<file path="src/rtl/ysyx_22040759_mem_arbiter_pkg.sv">
// Shared types and constants for the cache-to-AXI-bridge memory arbiter.
package ysyx_22040759_mem_arbiter_pkg;

    // One-hot arbiter states. Each state owns one bit so the decode of
    // "granted to X" is a single flop output.
    localparam logic [3:0] ARB_IDLE   = 4'b0001;
    localparam logic [3:0] ARB_GNT_I  = 4'b0010;
    localparam logic [3:0] ARB_GNT_D  = 4'b0100;
    localparam logic [3:0] ARB_D_HOLD = 4'b1000;

    typedef enum logic [3:0] {
        S_IDLE   = ARB_IDLE,
        S_GNT_I  = ARB_GNT_I,
        S_GNT_D  = ARB_GNT_D,
        S_D_HOLD = ARB_D_HOLD
    } arb_state_e;

    // Round-robin tie break: the side that was not served last wins.
    function automatic arb_state_e tie_winner(input logic last_d);
        return last_d ? S_GNT_I : S_GNT_D;
    endfunction

endpackage

</file>
<file path="src/rtl/ysyx_22040759_mem_arbiter.sv">
// Round-robin arbiter sharing the single AXI-bridge port between the
// icache (refill reads) and the dcache (writebacks, refills, flushes).
// A dcache write keeps the grant through D_HOLD so its refill read follows
// without the icache slipping in. Exactly one bridge request in flight.
module ysyx_22040759_mem_arbiter
    import ysyx_22040759_mem_arbiter_pkg::*;
#(
    parameter int ADDR_W = 32,
    parameter int DATA_W = 64
) (
    input  logic              clk,
    input  logic              rst,
    // icache side
    input  logic              icache_ram_valid,
    input  logic [ADDR_W-1:0] icache_ram_addr,
    input  logic [2:0]        icache_ram_size,
    output logic              icache_ram_ready,
    output logic [DATA_W-1:0] icache_ram_data_read,
    // dcache side
    input  logic              dcache_ram_valid,
    input  logic              dcache_ram_req,
    input  logic [ADDR_W-1:0] dcache_ram_addr,
    input  logic [DATA_W-1:0] dcache_ram_data_write,
    input  logic [2:0]        dcache_ram_size,
    output logic              dcache_ram_ready,
    output logic [DATA_W-1:0] dcache_ram_data_read,
    // bridge side
    output logic              arb_axi_valid,
    output logic              arb_axi_req,
    output logic [ADDR_W-1:0] arb_axi_addr,
    output logic [DATA_W-1:0] arb_axi_data_write,
    output logic [2:0]        arb_axi_size,
    input  logic              axi_arb_ready,
    input  logic [DATA_W-1:0] axi_arb_data_read,
    output logic              arb_busy
);

    arb_state_e state_q, state_d;
    logic       last_d_q, last_d_d;

    // State and round-robin history registers, synchronous reset.
    always_ff @(posedge clk) begin
        if (rst) begin
            state_q  <= S_IDLE;
            last_d_q <= 1'b0;
        end else begin
            state_q  <= state_d;
            last_d_q <= last_d_d;
        end
    end

    // Next-state logic plus the inline grant mux. Bridge fields are only
    // non-zero while a grant is active; a bridge ready outside a grant
    // state falls through the default and is ignored.
    always_comb begin
        state_d              = state_q;
        last_d_d             = last_d_q;
        arb_axi_valid        = 1'b0;
        arb_axi_req          = 1'b0;
        arb_axi_addr         = '0;
        arb_axi_data_write   = '0;
        arb_axi_size         = 3'd0;
        icache_ram_ready     = 1'b0;
        dcache_ram_ready     = 1'b0;
        icache_ram_data_read = '0;
        dcache_ram_data_read = '0;

        case (state_q)
            S_IDLE: begin
                if (icache_ram_valid && dcache_ram_valid) begin
                    state_d = tie_winner(last_d_q);
                end else if (dcache_ram_valid) begin
                    state_d = S_GNT_D;
                end else if (icache_ram_valid) begin
                    state_d = S_GNT_I;
                end
            end

            S_GNT_I: begin
                // Held until the bridge answers, even if icache drops valid.
                arb_axi_valid        = 1'b1;
                arb_axi_addr         = icache_ram_addr;
                arb_axi_size         = icache_ram_size;
                icache_ram_data_read = axi_arb_data_read;
                dcache_ram_data_read = axi_arb_data_read;
                if (axi_arb_ready) begin
                    icache_ram_ready = 1'b1;
                    last_d_d         = 1'b0;
                    state_d          = S_IDLE;
                end
            end

            S_GNT_D: begin
                arb_axi_valid        = 1'b1;
                arb_axi_req          = dcache_ram_req;
                arb_axi_addr         = dcache_ram_addr;
                arb_axi_data_write   = dcache_ram_data_write;
                arb_axi_size         = dcache_ram_size;
                icache_ram_data_read = axi_arb_data_read;
                dcache_ram_data_read = axi_arb_data_read;
                if (axi_arb_ready) begin
                    dcache_ram_ready = 1'b1;
                    last_d_d         = 1'b1;
                    // A completed write keeps the port for the follow-up refill.
                    state_d          = dcache_ram_req ? S_D_HOLD : S_IDLE;
                end
            end

            S_D_HOLD: begin
                // One idle bus cycle; dcache keeps priority if it asks again.
                state_d = dcache_ram_valid ? S_GNT_D : S_IDLE;
            end

            default: begin
                state_d = S_IDLE;
            end
        endcase
    end

    assign arb_busy = (state_q != S_IDLE);

endmodule

</file>
<file path="config.mk">
export PLATFORM = sky130hd
export DESIGN_NAME = ysyx_22040759_mem_arbiter
export DESIGN_NICKNAME = d
export VERILOG_FILES = /design/src/rtl/ysyx_22040759_mem_arbiter_pkg.sv /design/src/rtl/ysyx_22040759_mem_arbiter.sv
export SDC_FILE = /design/constraint.sdc
export NUM_CORES = 1
export LEC_CHECK = 0
export BUFFER_PORTS_ARGS = -buffer_cell sky130_fd_sc_hd__buf_2
export CORE_AREA = 2 2 171 173
export DETAILED_ROUTE_END_ITERATION = 6
export DIE_AREA = 0 0 173 175
export SETUP_SLACK_MARGIN = 0.2
export SYNTH_ARGS = -nofsm -noshare
export SYNTH_HDL_FRONTEND = slang
export SYNTH_SLANG_ARGS = --single-unit
</file>
<file path="constraint.sdc">
create_clock -name clk -period 1.4 [get_ports clk]
set_clock_uncertainty 0.05 [all_clocks]
set_input_delay 0.07 -clock clk [delete_from_list [all_inputs] [get_ports clk]]
set_output_delay 0.07 -clock clk [all_outputs]
set_load 0.05 [all_outputs]
</file>
==> flow_summary.ini <==
[power]
swShare_pct = 45.2
power.leakage_nw = 4.33
cellPowerDensity_nw_per_um2 = 436
net_switching_mw = 1.78
seq_power_share_pct = 4.5
comb_power_share_pct = 83.1
power.total_mw = 3.94
vdd_ir_drop_max_mv = 0.316
power_frac_clock_pct = 12.5
p_int_mw = 2.16

[worst_setup_path]
rr_startpoint = state_q[0]$_SDFFE_PP1P_
critical_path_cell_count = 8
timing.critical_path.slowest_stage_cell = sky130_fd_sc_hd__dfxtp_4
timing.critical_path.max_delay_family = buffers and inverters
critPathArrivalTime_ps = 1750
cpMostUsedCell = sky130_fd_sc_hd__buf_12
critical_path.cell_chain = buf_6, nor3_4, buf_12, buf_12, buf_16, and2_4, buf_6, buf_12
crit_path_required_time_ps = 1280
maximum_single_stage_delay_on_the_critical_path_ps = 350
reg2reg_depth = 9
timing.reg2reg.setup_slack_ps = -340
worstSetupStartpointType = flip-flop
cp_num_buf_inv = 6
crit_path_category = reg -> out
crit_path_start = state_q[3]$_SDFFE_PP0P_
end_kind = primary output
critical_path.max_fanout = 8
timing.rr.end = last_d_q$_SDFFE_PP0P_

[synth]
synth_fp_nets = 493
synthDominantCellAreaShare_pct = 39.2
post_synth_main_area_contributors = sky130_fd_sc_hd__and2_1, sky130_fd_sc_hd__buf_4, sky130_fd_sc_hd__a22o_1
synth-seq-cells = 5
synth_area_um2 = 2090
portion_of_the_post_synthesis_area_used_by_sequential_elements_pct = 4.79
yosys_warnings = 0
syn_avg_cell_area_um2 = 7.23
number_of_distinct_standard_cells_referenced_by_the_synthesized_netlist = 30
netlist_instances = 289
synthArstFlopShare_pct = 0
synth.largest_area_cell = sky130_fd_sc_hd__and2_1
postSynth.topFlopCell = sky130_fd_sc_hd__dfxtp_1
edff_count_synth = 0

[clock_network]
clock_latency_of_the_later_clocked_register_in_the_worst_skew_pair_ps = 240
ctsHtreeMaxLevel = 1
clock_tree.root_cell = sky130_fd_sc_hd__clkbuf_16
cts_num_sinks = 5
cts.path.max_buffers = 2
cts.clk_slew.worst_paths_ps = 40
cts-buffers-inserted = 3
clock_tree_from_tritoncts = built

[die]
floorplan.initialDensity_pct = 7.36
floorplan.io_pins = 436
die_width_um = 173
dieArea_um2 = 30300
fp.dieH_um = 175
fp.coreArea_um2 = 28400
core.rowCount = 62

[sta]
period_minus_slack_ps = 1870
layout_worst_path_cycle_share_pct = 133
timing.final.max_slew_violations = 0
timing.slew.headroom_pct = 82.2
hold_viol = 0
transition_at_the_pin_with_the_smallest_max_transition_slack_ps = 266
achievable-frequency_ghz = 0.535
final.hold.worst_slack_ps = 30.2
setup_viol = 235
rsz0062_at_grt = true
postLayoutSetupSlackWorst_ps = -468
totalNegativeSetupSlack_ps = -87630

[global_routing]
grt_first_pass_wirelength_um = 25600
antenna_found_initial = 3
pin_count_of_the_biggest_net_entering_global_routing = 22
first_global_vias = 4111
grt_util_all_layers_pct = 11.0
globalRouteOverflowTotal = 0

[routing]
ant_nets = 0
detailroute.via_count = 3859
via_per_inst = 3.46
drt_pre_antenna_iters = 4
detail_route.drc_violations = 0
routed_wl_per_cell_um = 16.9
drt-total-wl_um = 18900
iter_0_drt_violations = 109

[status]
status = finished with violations
failing_checks = negative setup slack

[placement]
dp_hpwl_um = 11800
dpl-instance-area_um2 = 5660
numPortBuffers = 435
numPlacedInstances = 1056
pre_cts_worst_setup_slack_ps = -296
weighted_congestion_at_the_end_of_routability_driven_global_placement = 0.776

[final_layout]
areaGrowthSynthToFinish_pct = 333
final_util_pct = 31.8
design_area_um2 = 9040
final_cells = 1116
final_layout_net_count = 936
layout-drive-gt1-share_pct = 97.9

[worst_hold_path]
worst_hold_startpoint = rst
timing.hold.worst_path_depth = 2
end_of_the_worst_hold_path = state_q[1]$_SDFFE_PP0P_
hold_path_class = in -> reg

[flow_run]
max_cap_violations = 0
-- synth_stat cells, types with 2 or more instances --
master,n
sky130_fd_sc_hd__a21oi_1,3
sky130_fd_sc_hd__a22o_1,35
sky130_fd_sc_hd__and2_1,131
sky130_fd_sc_hd__buf_2,11
sky130_fd_sc_hd__buf_4,65
sky130_fd_sc_hd__buf_6,5
sky130_fd_sc_hd__clkbuf_2,7
sky130_fd_sc_hd__dfxtp_1,5
sky130_fd_sc_hd__nand2b_1,3
sky130_fd_sc_hd__nand3b_1,2
sky130_fd_sc_hd__nor2b_1,3
-- sequential cells by signal, indices dropped and copies added, names as in the netlist --
| name | flops |
|---|---|
| last_d_q | 1 |
| state_q | 4 |
-- area by class of cell --
cell class / count / area, um2
clock inverter: 1 / 5.00
antenna: 1 / 2.50
inverter: 1 / 3.75
sequential: 5 / 115
timing repair buffer: 527 / 6260
clock buffer: 3 / 75.1
fill: 2823 / 19300
tap: 384 / 480
multi-input combinational: 194 / 2100
-- worst reg2reg max path, stage by stage (launching register included) --
cell	delay, ps
sky130_fd_sc_hd__dfxtp_4	350
sky130_fd_sc_hd__buf_6	120
sky130_fd_sc_hd__nor4b_4	260
sky130_fd_sc_hd__buf_6	210
sky130_fd_sc_hd__buf_12	140
sky130_fd_sc_hd__buf_16	110
sky130_fd_sc_hd__buf_6	90
sky130_fd_sc_hd__buf_6	100
sky130_fd_sc_hd__a21boi_2	40
sky130_fd_sc_hd__o21ba_1	170
-- placed cells by master, fill, tap and decap left out, types with 2 or more instances in the layout --
master | synthesis | routed
sky130_fd_sc_hd__nand3b_1 | 2 | 2
sky130_fd_sc_hd__buf_16 | 0 | 17
sky130_fd_sc_hd__buf_4 | 65 | 10
sky130_fd_sc_hd__dfxtp_4 | 0 | 4
sky130_fd_sc_hd__nor2b_1 | 3 | 2
sky130_fd_sc_hd__nor4b_4 | 1 | 3
sky130_fd_sc_hd__a21oi_1 | 3 | 2
sky130_fd_sc_hd__buf_12 | 0 | 58
sky130_fd_sc_hd__buf_6 | 5 | 27
sky130_fd_sc_hd__nor3_4 | 0 | 2
sky130_fd_sc_hd__nand2b_1 | 3 | 2
sky130_fd_sc_hd__buf_2 | 11 | 203
sky130_fd_sc_hd__and2_4 | 0 | 131
sky130_fd_sc_hd__buf_8 | 0 | 207
sky130_fd_sc_hd__clkbuf_16 | 0 | 8
sky130_fd_sc_hd__a22o_4 | 0 | 35
-- how the worst max path moves through the flow --
stage	to
detailed placement	dcache_ram_data_read[6]
global placement	dcache_ram_data_read[6]
CTS	icache_ram_data_read[3]
finish	icache_ram_data_read[46]
floorplan	icache_ram_data_read[3]
global route	icache_ram_data_read[46]
-- cells by family (layout without fill, tap and decap cells) --
kind of cell / after synthesis / count (layout) / share of synthesized area (%)
other cells: 0 / 1 / 0
compound gates: 43 / 43 / 17.4
xor+xnor: 1 / 1 / 0.419
flops: 5 / 5 / 4.79
simple gates: 150 / 150 / 46.7
buf+inv: 90 / 532 / 30.7
-- power groups by stage --
stage                     registers [mW]  clock network, mW  logic, mW
after floorplan                    0.160                  0       1.64
after global placement             0.178                  0       2.19
after detailed placement           0.179                  0       2.20
after CTS                          0.176              0.500       3.06
after global routing               0.179              0.508       3.38
final                              0.176              0.492       3.27
-- layer usage --
metal	GRT usage (%)	part of all wire, %	routed length (um)
met1	11.5	33	6290
met2	21.5	55	10400
met3	2.94	8.7	1640
met4	3.25	2.9	549
met5	0	0.14	27
-- what timing repair did --
action | in CTS | in global routing
setup endpoints to repair | 237 | 237
buffers inserted | 24 | 8
gates resized for setup | 611 | 93
gates cloned | 16 | 7
hold buffers | 0 | 0
pin swaps | 23 | 19
No activity file was read; power rests on OpenSTA's default activity.
